$ cat src/rtl/dmem_pkg.sv
// Shared types and constants for the data-RAM arbiter: FSM states, port ids,
// default widths and the byte-address legality check.
package dmem_pkg;

    typedef enum logic [1:0] {
        IDLE   = 2'd0,
        ACCESS = 2'd1,
        RESP   = 2'd2
    } state_t;

    localparam logic PORT_A = 1'b0;
    localparam logic PORT_B = 1'b1;

    localparam int ADDR_W_DEF = 14;
    localparam int DATA_W_DEF = 32;

    // Illegal if not word-aligned or beyond the 2^(aw+2)-byte RAM window.
    function automatic logic addr_bad(input logic [31:0] addr, input int aw);
        return (addr[1:0] != 2'b00) || ((addr >> (aw + 2)) != 32'd0);
    endfunction

endpackage

$ cat src/rtl/rr_arb2.sv
// Two-way grant pick (round-robin or A-first priority) with optional B lock,
// plus the last_grant register that steers round-robin ties.
module rr_arb2
    import dmem_pkg::*;
#(
    parameter bit RR_EN     = 1'b1,
    parameter bit B_LOCK_EN = 1'b1
) (
    input  logic clock,
    input  logic resetn,
    input  logic req_a,
    input  logic req_b,
    input  logic lock,
    input  logic upd_en,
    input  logic upd_id,
    output logic gnt_vld,
    output logic gnt_id
);

    logic last_q;
    logic last_d;
    logic a_elig;

    always_comb begin
        last_d  = last_q;
        a_elig  = req_a && !(B_LOCK_EN && lock);
        gnt_vld = a_elig || req_b;
        gnt_id  = PORT_A;
        if (upd_en) begin
            last_d = upd_id;
        end
        if (a_elig && req_b) begin
            gnt_id = (RR_EN && (last_q == PORT_A)) ? PORT_B : PORT_A;
        end else if (!a_elig) begin
            gnt_id = PORT_B;
        end
    end

    // Reset to B so that A wins the first tie.
    always_ff @(posedge clock) begin
        if (!resetn) begin
            last_q <= PORT_B;
        end else begin
            last_q <= last_d;
        end
    end

endmodule

$ cat src/rtl/dmem_arbiter.sv
// Shares one single-port synchronous-read data RAM between the CPU (port A)
// and the loader/debug port (B): IDLE -> ACCESS -> RESP, one access per 3 cycles.
module dmem_arbiter
    import dmem_pkg::*;
#(
    parameter int ADDR_W    = ADDR_W_DEF,
    parameter int DATA_W    = DATA_W_DEF,
    parameter bit RR_EN     = 1'b1,
    parameter bit B_LOCK_EN = 1'b1
) (
    input  logic              clock,
    input  logic              resetn,
    input  logic              a_req,
    input  logic              a_we,
    input  logic [31:0]       a_addr,
    input  logic [DATA_W-1:0] a_wdata,
    output logic [DATA_W-1:0] a_rdata,
    output logic              a_ack,
    output logic              a_err,
    input  logic              b_req,
    input  logic              b_we,
    input  logic [31:0]       b_addr,
    input  logic [DATA_W-1:0] b_wdata,
    output logic [DATA_W-1:0] b_rdata,
    output logic              b_ack,
    output logic              b_err,
    input  logic              b_lock,
    output logic              ram_we,
    output logic [ADDR_W-1:0] ram_addr,
    output logic [DATA_W-1:0] ram_wdata,
    input  logic [DATA_W-1:0] ram_rdata,
    output logic              busy
);

    state_t            state_q, state_d;
    logic              id_q, id_d;
    logic              we_q, we_d;
    logic              err_q, err_d;
    logic              ram_we_q, ram_we_d;
    logic [ADDR_W-1:0] ram_addr_q, ram_addr_d;
    logic [DATA_W-1:0] ram_wdata_q, ram_wdata_d;

    logic              gnt_vld;
    logic              gnt_id;
    logic              in_resp;
    logic [31:0]       sel_addr;
    logic              sel_we;
    logic              sel_err;
    logic [DATA_W-1:0] rsp_rdata;

    assign in_resp = (state_q == RESP);

    rr_arb2 #(
        .RR_EN     (RR_EN),
        .B_LOCK_EN (B_LOCK_EN)
    ) u_arb (
        .clock   (clock),
        .resetn  (resetn),
        .req_a   (a_req),
        .req_b   (b_req),
        .lock    (b_lock),
        .upd_en  (in_resp),
        .upd_id  (id_q),
        .gnt_vld (gnt_vld),
        .gnt_id  (gnt_id)
    );

    always_comb begin
        state_d     = state_q;
        id_d        = id_q;
        we_d        = we_q;
        err_d       = err_q;
        ram_addr_d  = ram_addr_q;
        ram_wdata_d = ram_wdata_q;
        ram_we_d    = 1'b0;
        sel_addr    = (gnt_id == PORT_B) ? b_addr : a_addr;
        sel_we      = (gnt_id == PORT_B) ? b_we : a_we;
        sel_err     = addr_bad(sel_addr, ADDR_W);
        case (state_q)
            IDLE: begin
                // Latch the whole request so requesters are free once granted.
                if (gnt_vld) begin
                    state_d     = ACCESS;
                    id_d        = gnt_id;
                    we_d        = sel_we;
                    err_d       = sel_err;
                    ram_addr_d  = sel_addr[ADDR_W+1:2];
                    ram_wdata_d = (gnt_id == PORT_B) ? b_wdata : a_wdata;
                    ram_we_d    = sel_we && !sel_err;
                end
            end
            ACCESS:  state_d = RESP;
            RESP:    state_d = IDLE;
            default: state_d = IDLE;
        endcase
    end

    always_ff @(posedge clock) begin
        if (!resetn) begin
            state_q     <= IDLE;
            id_q        <= PORT_A;
            we_q        <= 1'b0;
            err_q       <= 1'b0;
            ram_we_q    <= 1'b0;
            ram_addr_q  <= '0;
            ram_wdata_q <= '0;
        end else begin
            state_q     <= state_d;
            id_q        <= id_d;
            we_q        <= we_d;
            err_q       <= err_d;
            ram_we_q    <= ram_we_d;
            ram_addr_q  <= ram_addr_d;
            ram_wdata_q <= ram_wdata_d;
        end
    end

    // RESP: RAM read data is valid now; steer it to the winner only.
    assign rsp_rdata = (we_q || err_q) ? '0 : ram_rdata;
    assign a_ack     = in_resp && (id_q == PORT_A);
    assign b_ack     = in_resp && (id_q == PORT_B);
    assign a_err     = a_ack && err_q;
    assign b_err     = b_ack && err_q;
    assign a_rdata   = a_ack ? rsp_rdata : '0;
    assign b_rdata   = b_ack ? rsp_rdata : '0;

    assign ram_we    = ram_we_q;
    assign ram_addr  = ram_addr_q;
    assign ram_wdata = ram_wdata_q;
    assign busy      = (state_q != IDLE);

endmodule
$ cat config.mk
export PLATFORM = sky130hd
export DESIGN_NAME = dmem_arbiter
export DESIGN_NICKNAME = d
export VERILOG_FILES = /design/src/rtl/dmem_pkg.sv /design/src/rtl/rr_arb2.sv /design/src/rtl/dmem_arbiter.sv
export SDC_FILE = /design/constraint.sdc
export NUM_CORES = 1
export LEC_CHECK = 0
export CORE_AREA = 2 2 110 112
export CTS_BUF_LIST = sky130_fd_sc_hd__clkbuf_8
export DETAILED_ROUTE_END_ITERATION = 8
export DIE_AREA = 0 0 112 114
export PLACE_DENSITY = 0.68
export SKIP_LAST_GASP = 1
export SYNTH_ARGS = -nofsm -noshare
export SYNTH_HDL_FRONTEND = slang
export SYNTH_SLANG_ARGS = --single-unit
$ cat constraint.sdc
create_clock -name clock -period 3.9 [get_ports clock]
set_clock_uncertainty 0.15 [all_clocks]
set_input_delay 0.78 -clock clock [delete_from_list [all_inputs] [get_ports clock]]
set_output_delay 0.78 -clock clock [all_outputs]
set_load 0.005 [all_outputs]
### Yosys cells after proc, flatten, opt, wreduce, memory -nomap -nowiden

Index checks and enable logic that the tools add are counted.

| operators by class | value |
|---|---|
| reduce and logical (&&, ||, !) cells | 18 |
| equal/unequal tests | 3 |
| bitwise operators | 1 |
| muxes and demuxes | 11 |

Operators by type and width:

| operator | number |
|---|---|
| 32-bit two-way mux | 5 |
| 32-bit nonzero test | 1 |
| 1-bit logical AND | 7 |
| 1-bit two-way mux | 4 |
| 2-bit case mux with 2 select lines | 1 |
| 2-bit nonzero test | 2 |
| 1-bit logical OR | 3 |
| 3-bit AND reduction | 1 |
| 2-bit by 1-bit equality test with 1-bit output (second input constant) | 1 |
| 2-bit equality test (second input constant) | 1 |
| 1-bit zero test | 2 |
| 2-bit zero test | 1 |
| 2-bit two-way mux | 1 |
| 2-bit inequality test (second input constant) | 1 |
| 2-bit AND reduction | 1 |
| 1-bit inverter | 1 |

| storage, ports and cells | value |
|---|---|
| logic and storage cells | 41 |
| register bits | 53 |
| output and inout bits | 116 |

### Longest topological paths before layout

Gate-level depths: netlist (run 1).

| depth | value |
|---|---|
| depth after elaboration | 9 |
| gate-level depth with buffers | 7 |
| gate-level depth less buffers | 4 |

### Hierarchy

From an unflattened synthesis (run 1), not the netlist that was laid out.

| second synthesis, totals | value |
|---|---|
| cell total of the unflattened synthesis | 326 |
| area, all modules | 2753.9 µm² |

By module, submodules not included:

| module | seq. area each (µm²) | times used | area an instance (µm²) | cells each |
|---|---|---|---|---|
| dmem_arbiter | 1041.0 | 1 | 2697.6 | 319 |
| rr_arb2 | 20.0 | 1 | 56.3 | 7 |

### Worst setup path before layout (run 1)

OpenSTA, ideal clock, no wires.

| path | value |
|---|---|
| path kind | input port to flip-flop |
| from | in b_addr[28] |
| to | reg err_q |
| cell stages on the path | 3 |
| data arrival time | 2.006 ns |
| library setup time | 0.117 ns |
| setup slack | 1.626 ns |
| path through | or4_1 -> or4_1 -> a32o_1 |

| on the way | value |
|---|---|
| longest elaborated chain between the ends | 3 |

Ends and longest elaborated chain:

| element | line | RTL |
|---|---|---|
| start: declaration | dmem_arbiter.sv:22 | `input logic [31:0] b_addr,` |
| 32-bit two-way mux | dmem_arbiter.sv:76 | `sel_addr = (gnt_id == PORT_B) ? b_addr : a_addr;` |
| 32-bit nonzero test | dmem_pkg.sv:19 | `return (addr[1:0] != 2'b00) \|\| ((addr >> (aw + 2)) != 32'd0);` |
| 1-bit logical OR | dmem_pkg.sv:19 |  |
| end signal: assignment | dmem_arbiter.sv:111 | `err_q <= err_d;` |
| end: declaration | dmem_arbiter.sv:38 | `logic err_q, err_d;` |

Every way passes these cells.
A chain may end at the register's enable or synchronous reset.

### Worst setup path after layout (run 1)

| path | value |
|---|---|
| from | reg state_q[0] |
| to | out b_rdata[13] |

| on the way | value |
|---|---|
| longest elaborated chain between the ends | 3 |

Ends and longest elaborated chain:

| element | line | RTL |
|---|---|---|
| start: declaration | dmem_arbiter.sv:35 | `state_t state_q, state_d;` |
| start signal: assignment | dmem_arbiter.sv:108 | `state_q <= state_d;` |
| 2-bit equality test | dmem_arbiter.sv:51 | `assign in_resp = (state_q == RESP);` |
| 1-bit logical AND | dmem_arbiter.sv:121 | `assign b_ack = in_resp && (id_q == PORT_B);` |
| 32-bit two-way mux | dmem_arbiter.sv:125 | `assign b_rdata = b_ack ? rsp_rdata : '0;` |
| end: declaration | dmem_arbiter.sv:24 | `output logic [DATA_W-1:0] b_rdata,` |

Every way passes these cells.

==> results.toml, run 1 <==
[status]
status = "finished, final reports clean"

[timing]
hold_viol_final = 0
relSlewSlack_pct = 32.5
fmax_mhz = 311
period_minus_slack_ps = 3210
rsz0062_at_grt = "no"
tns_ps = 0
finalSetupViolCount = 0
tightest_slew_ps = 1010
timing.final.crit_share_pct = 82.4
maxSlewViolCount = 0

[drt]
drt_iter0_drc = 85
drc = 0
num_vias = 3219
wire_per_inst_um = 15.8
route.detailed.vias_per_inst = 4.64
dr.pass1.iters = 4
ant_nets = 0
wl_um = 11000

[final_layout]
diodes = 0
layout_commonest_cell = "clkdlybuf4s50_1"
final_layout_size_suffix_gt1_share_pct = 3.29
multiInputGateArea_um2 = 1500
stdcell_count = 694
syn2layout_area_growth_pct = 114
final_cell_mix = "clkdlybuf4s50_1 (282), and3_1 (64), dfxtp_1 (53)"
finalNetCount = 713
fillers = 1128
seqCellArea_um2 = 1060

[clock_tree]
holdBufCountCts = 0
clkLatencyLatePin_ps = 290
post_cts_resized = 0
cts_root_buf = "clkbuf_8"
cts_setup_buffers = 0
clock_sinks = 53
cts_tree = "built"
cts_max_level = 2
clk_pin_slew_ps = 90
cts_inserted_buffers = 5
cts_max_path_buffers = 2

[logic_synthesis]
ys_seq_area_share_pct = 39.6
syn_nets = 444
yosys.area.top_type = "dfxtp_1"
yosys_warnings = 0
syn-cell-area_um2 = 2680
synthArstFlopShare_pct = 0
synth_edf_count = 0
syn_area_per_cell_um2 = 9.67
synth_top_area_share_pct = 39.6
yosys_most_used_dff = "dfxtp_1"
synth_area_leaders = "dfxtp_1 (40%), mux2i_1 (18%), o2bb2ai_1 (16%)"
synth_cells = 277
ys_ff_latch = 53
synthDistinctLibCells = 24

[pwr]
p_total_mw = 1.38
pwr-share-seq_pct = 44.7
p_switching_mw = 0.370
switching_share_pct = 26.8
power_frac_clock_pct = 22.7
power_density_nw_per_um2 = 241
vdd_drop_max_mv = 0.142
internal_power_mw = 1.01
leakage_nw = 2.28
combPwrFrac_pct = 32.6

[place]
dp_hpwl_um = 8800
post-place-cells = 686
routabilityCongestion = 0.786
place.port_buffers = 282

[grt]
antenna_found_initial = 0
grt_pass1_wl_um = 16700
grt-ovfl-total = 0
grt_usage_pct = 16.2
grt_pass1_vias = 3316
grt_max_degree = 65

[setup_path]
ff2ff_path_depth = 4
path_class = "register to output pin"
regToRegEndpoint = "err_q"
critPathCapture = "b_rdata[13]"
crit_chain = "nand2b_1 -> nor2_1 -> buf_4 -> and3_1 -> clkdlybuf4s50_1"
endpoint_kind = "output pin"
start_kind = "register"
cp_max_fo = 25
slowest_delay_ps = 510
cpMaxStageDelayCell = "clkdlybuf4s50_1"
worstSetupStartpoint = "state_q[0]"
arrival_ps = 2280
ff2ff_setup_slack_ps = 2110
r2r-start = "state_q[1]"
cp.required_ps = 2970

[floorplan]
die_w_um = 112
fp.dieH_um = 114
fp.dieArea_um2 = 12800
core_um2 = 11700
start_util_pct = 22.9
top_level_ports = 283
num_rows = 40

[worst_hold_path]
hp-class = "register to register"
hp-start = "state_q[0]"

[flow_run]
drv_cap = 0
[area by class of cell]
class                           instances  share of cell area (%)
Clock buffer                            5                    1.20
Clock inverter                          3                   0.306
Inverter                                4                   0.262
Multi-Input combinational cell        192                    26.1
Sequential cell                        53                    18.5
Tap cell                              147                    3.21
Timing Repair Buffer                  290                    50.4
[synthesized netlist by cell type (2+ instances only)]
master and number:
clkbuf_1 20, and2_1 3, and3_1 64, inv_1 4
buf_2 5, nor2_1 7, buf_4 2, mux2i_1 47
or4_1 5, nand2_1 4, dfxtp_1 53, nor4_1 4
o2bb2ai_1 48
[sequential cells by signal (all words and copies together) (netlist names)]
name          flops
err_q             1
ram_wdata        32
ram_addr         14
state_q           2
we_q              1
id_q              1
ram_we            1
u_arb.last_q      1
[per-layer routing]
metal / part of all wire, % / GRT usage [%] / wire length [um]
met1: 36 / 16.6 / 4000
met2: 53 / 32.0 / 5780
met5: 0 / 0 / 0
met3: 10 / 5.95 / 1130
met4: 0.59 / 2.60 / 65
[through the flow]
step | util (%) | area (um^2) | hold WS (ps) | worst slack [ps]
detailed placement | 48.1 | 5640 | 281 | 987
global route | 48.9 | 5720 | 322 | 517
finish | 48.9 | 5720 | 296 | 685
CTS | 48.9 | 5720 | 296 | 667
floorplan | - | 2680 | 262 | 1630
global placement | 48.1 | 5640 | 271 | 1000
[critical path: cells and delay by family, from the launching register on]
family	cells	cell delay, ps
buf+inv	2	840
simple gates	3	810
flops	1	330
[cell families after synthesis]
logic type | Yosys count | synth area share [%]
mux | 47 | 17.6
buf+inv | 32 | 5.00
compound gates | 54 | 17.4
simple gates | 91 | 20.4
flops | 53 | 39.6
[power by group through the flow]
stage	clock, mW	sequential [mW]	combinational, mW
2_1_floorplan	0	0.630	0.137
3_3_place_gp	0	0.629	0.446
3_5_place_dp	0	0.628	0.453
4_1_cts	0.336	0.618	0.455
5_1_grt	0.350	0.624	0.486
6_report	0.314	0.618	0.449
[worst min-delay path by stage]
stage / cells past startpoint / to
6_report: 2 / state_q[1]
2_1_floorplan: 1 / state_q[1]
3_3_place_gp: 1 / state_q[1]
4_1_cts: 1 / state_q[1]
3_5_place_dp: 1 / state_q[1]
5_1_grt: 1 / state_q[1]
(Power assumes the default switching activity.)
==> inputs of run 2 (changes only) <==
--- a/config.mk
+++ b/config.mk
@@ -5,11 +5,11 @@
 export SDC_FILE = /design/constraint.sdc
 export NUM_CORES = 1
 export LEC_CHECK = 0
-export CORE_AREA = 2 2 110 112
+export CORE_AREA = 2 2 109 111
 export CTS_BUF_LIST = sky130_fd_sc_hd__clkbuf_8
 export DETAILED_ROUTE_END_ITERATION = 8
-export DIE_AREA = 0 0 112 114
-export PLACE_DENSITY = 0.68
+export DIE_AREA = 0 0 111 113
+export PLACE_DENSITY = 0.71
 export SKIP_LAST_GASP = 1
 export SYNTH_ARGS = -nofsm -noshare
 export SYNTH_HDL_FRONTEND = slang
==> constraint.sdc (replaced) <==
create_clock -name clock -period 2.7 [get_ports clock]
set_clock_uncertainty 0.15 [all_clocks]
set_input_delay 0.54 -clock clock [delete_from_list [all_inputs] [get_ports clock]]
set_output_delay 0.54 -clock clock [all_outputs]
set_load 0.005 [all_outputs]
==> run 2 against run 1 <==
  * Non-clock buffer count unchanged
  * Clock power increased by 42%
  * Combinational power rose by 49%
  * Worst hold slack worse by 2.5 ps
  * Via count is 0.93% higher
  * Sequential share of layout area down 0.18 points
  * Power up 45%
  * Clock-buffer cell count unchanged
  * Critical path depth did not move
==> results.toml, run 2 (synthesis results as in run 1) <==
[pwr]
power_density_nw_per_um2 = 347
leakage_nw = 2.31
vdd_drop_max_mv = 0.207

[setup_path]
cpMaxStageDelayCell = "clkdlybuf4s50_1"
endpoint_kind = "output pin"
cp.required_ps = 2010
critPathTopFamily = "buffers and inverters"
ff2ff_setup_slack_ps = 920
slowest_delay_ps = 510
arrival_ps = 1900
path_class = "register to output pin"
crit_chain = "nand2b_1 -> nor2_1 -> buf_6 -> and3_1 -> clkdlybuf4s50_1"
start_kind = "register"
cp_max_fo = 24
path_buf_inv = 2

[final_layout]
layout_commonest_cell = "clkdlybuf4s50_1"
final_layout_size_suffix_gt1_share_pct = 3.47
design_area_um2 = 5780
final_cell_mix = "clkdlybuf4s50_1 (282), and3_1 (64), dfxtp_1 (53)"
seqCellArea_um2 = 1060
largest_register_ffs = 32
multiInputGateArea_um2 = 1500
finalNetCount = 713
fillers = 1055
syn2layout_area_growth_pct = 116

[grt]
grt_max_degree = 65
grt_usage_pct = 18.1
antenna_found_initial = 2
grt_pass1_vias = 3419
grt-ovfl-total = 0
grt_pass1_wl_um = 18100

[place]
place.port_buffers = 282
place_ws_ps = 93.1
dp_hpwl_um = 9410
place_area_um2 = 5680
routabilityCongestion = 0.854

[timing]
setup_ws_ps = 110
finalSetupViolCount = 0
relSlewSlack_pct = 33.5
hold_viol_final = 0
rsz0062_at_grt = "yes"
period_minus_slack_ps = 2590
maxSlewViolCount = 0
timing.final.crit_share_pct = 95.9
fmax_mhz = 386
tightest_slew_ps = 997

[floorplan]
num_rows = 39
fp.dieArea_um2 = 12500
start_util_pct = 23.8
top_level_ports = 283
fp.dieH_um = 113
die_w_um = 111
core_um2 = 11300

[drt]
ant_nets = 0
wl_um = 11600
route.detailed.vias_per_inst = 4.70
drt_iter0_drc = 161
drc = 0
num_vias = 3249
wire_per_inst_um = 16.8
dr.pass1.iters = 4

[clock_tree]
cts_max_level = 2
clk_pin_slew_ps = 90
cts_tree = "built"
cts_root_buf = "clkbuf_8"
clkLatencyLatePin_ps = 300
cts_max_path_buffers = 2
clock_sinks = 53
cts_inserted_buffers = 5

[flow_run]
drv_cap = 0

[status]
status = "finished, final reports clean"

[worst_hold_path]
hp-class = "register to register"
[run 2: through the flow]
step | instances | hold WS [ps] | util [%] | setup TNS [ps] | power [mW]
after floorplan | 277 | 262 | - | 0 | 1.11
after global placement | 682 | 273 | 50.4 | 0 | 1.57
after detailed placement | 682 | 280 | 50.4 | 0 | 1.58
after CTS | 690 | 295 | 51.2 | 0 | 2.04
after global routing | 690 | 327 | 51.3 | -4.93 | 2.13
final | 691 | 293 | 51.3 | 0 | 2.01
[run 2: where the power goes]
group          internal (mW)  leakage [nW]  total [mW]  switching, mW
Clock                  0.182        0.0497       0.445          0.263
Combinational          0.439          1.82       0.670          0.231
Sequential             0.852         0.437       0.893         0.0404
[run 2: metal layers]
layer	track usage, %	up-vias	share of wire, %	wire [um]
met5	0	-	0.14	16
met4	3.75	2	1.0	116
met3	5.73	14	9.1	1060
met2	33.5	171	49	5710
met1	20.5	1479	41	4730
li1	-	1583	-	-
[run 2: tightest hold or removal path: stages, from the launching register on]
cell and delay, ps:
dfxtp_1 330, nand2_1 50, nor2_1 30
[run 2: repair_timing]
| item | in CTS | in global routing |
|---|---|---|
| setup buffers | 0 | 0 |
| setup endpoints to repair | 0 | 28 |
| hold buffers | 0 | 0 |
| gates resized for setup | 0 | 3 |
[run 2: final cells by class]
cell class                 count  area share, %
multi-input combinational    192           25.9
inverter                       4          0.260
timing repair buffer         290           50.9
clock buffer                   5           1.19
sequential                    53           18.4
antenna                        1         0.0433
clock inverter                 3          0.303
tap                          143           3.09
[run 2: final timing paths]
kind / start / endpoint / cells after the start
hold reg to reg: state_q[0] / state_q[1] / 2
setup reg to reg: state_q[1] / err_q / 4
hold / removal: state_q[0] / state_q[1] / 2
setup / recovery: state_q[0] / a_rdata[9] / 5
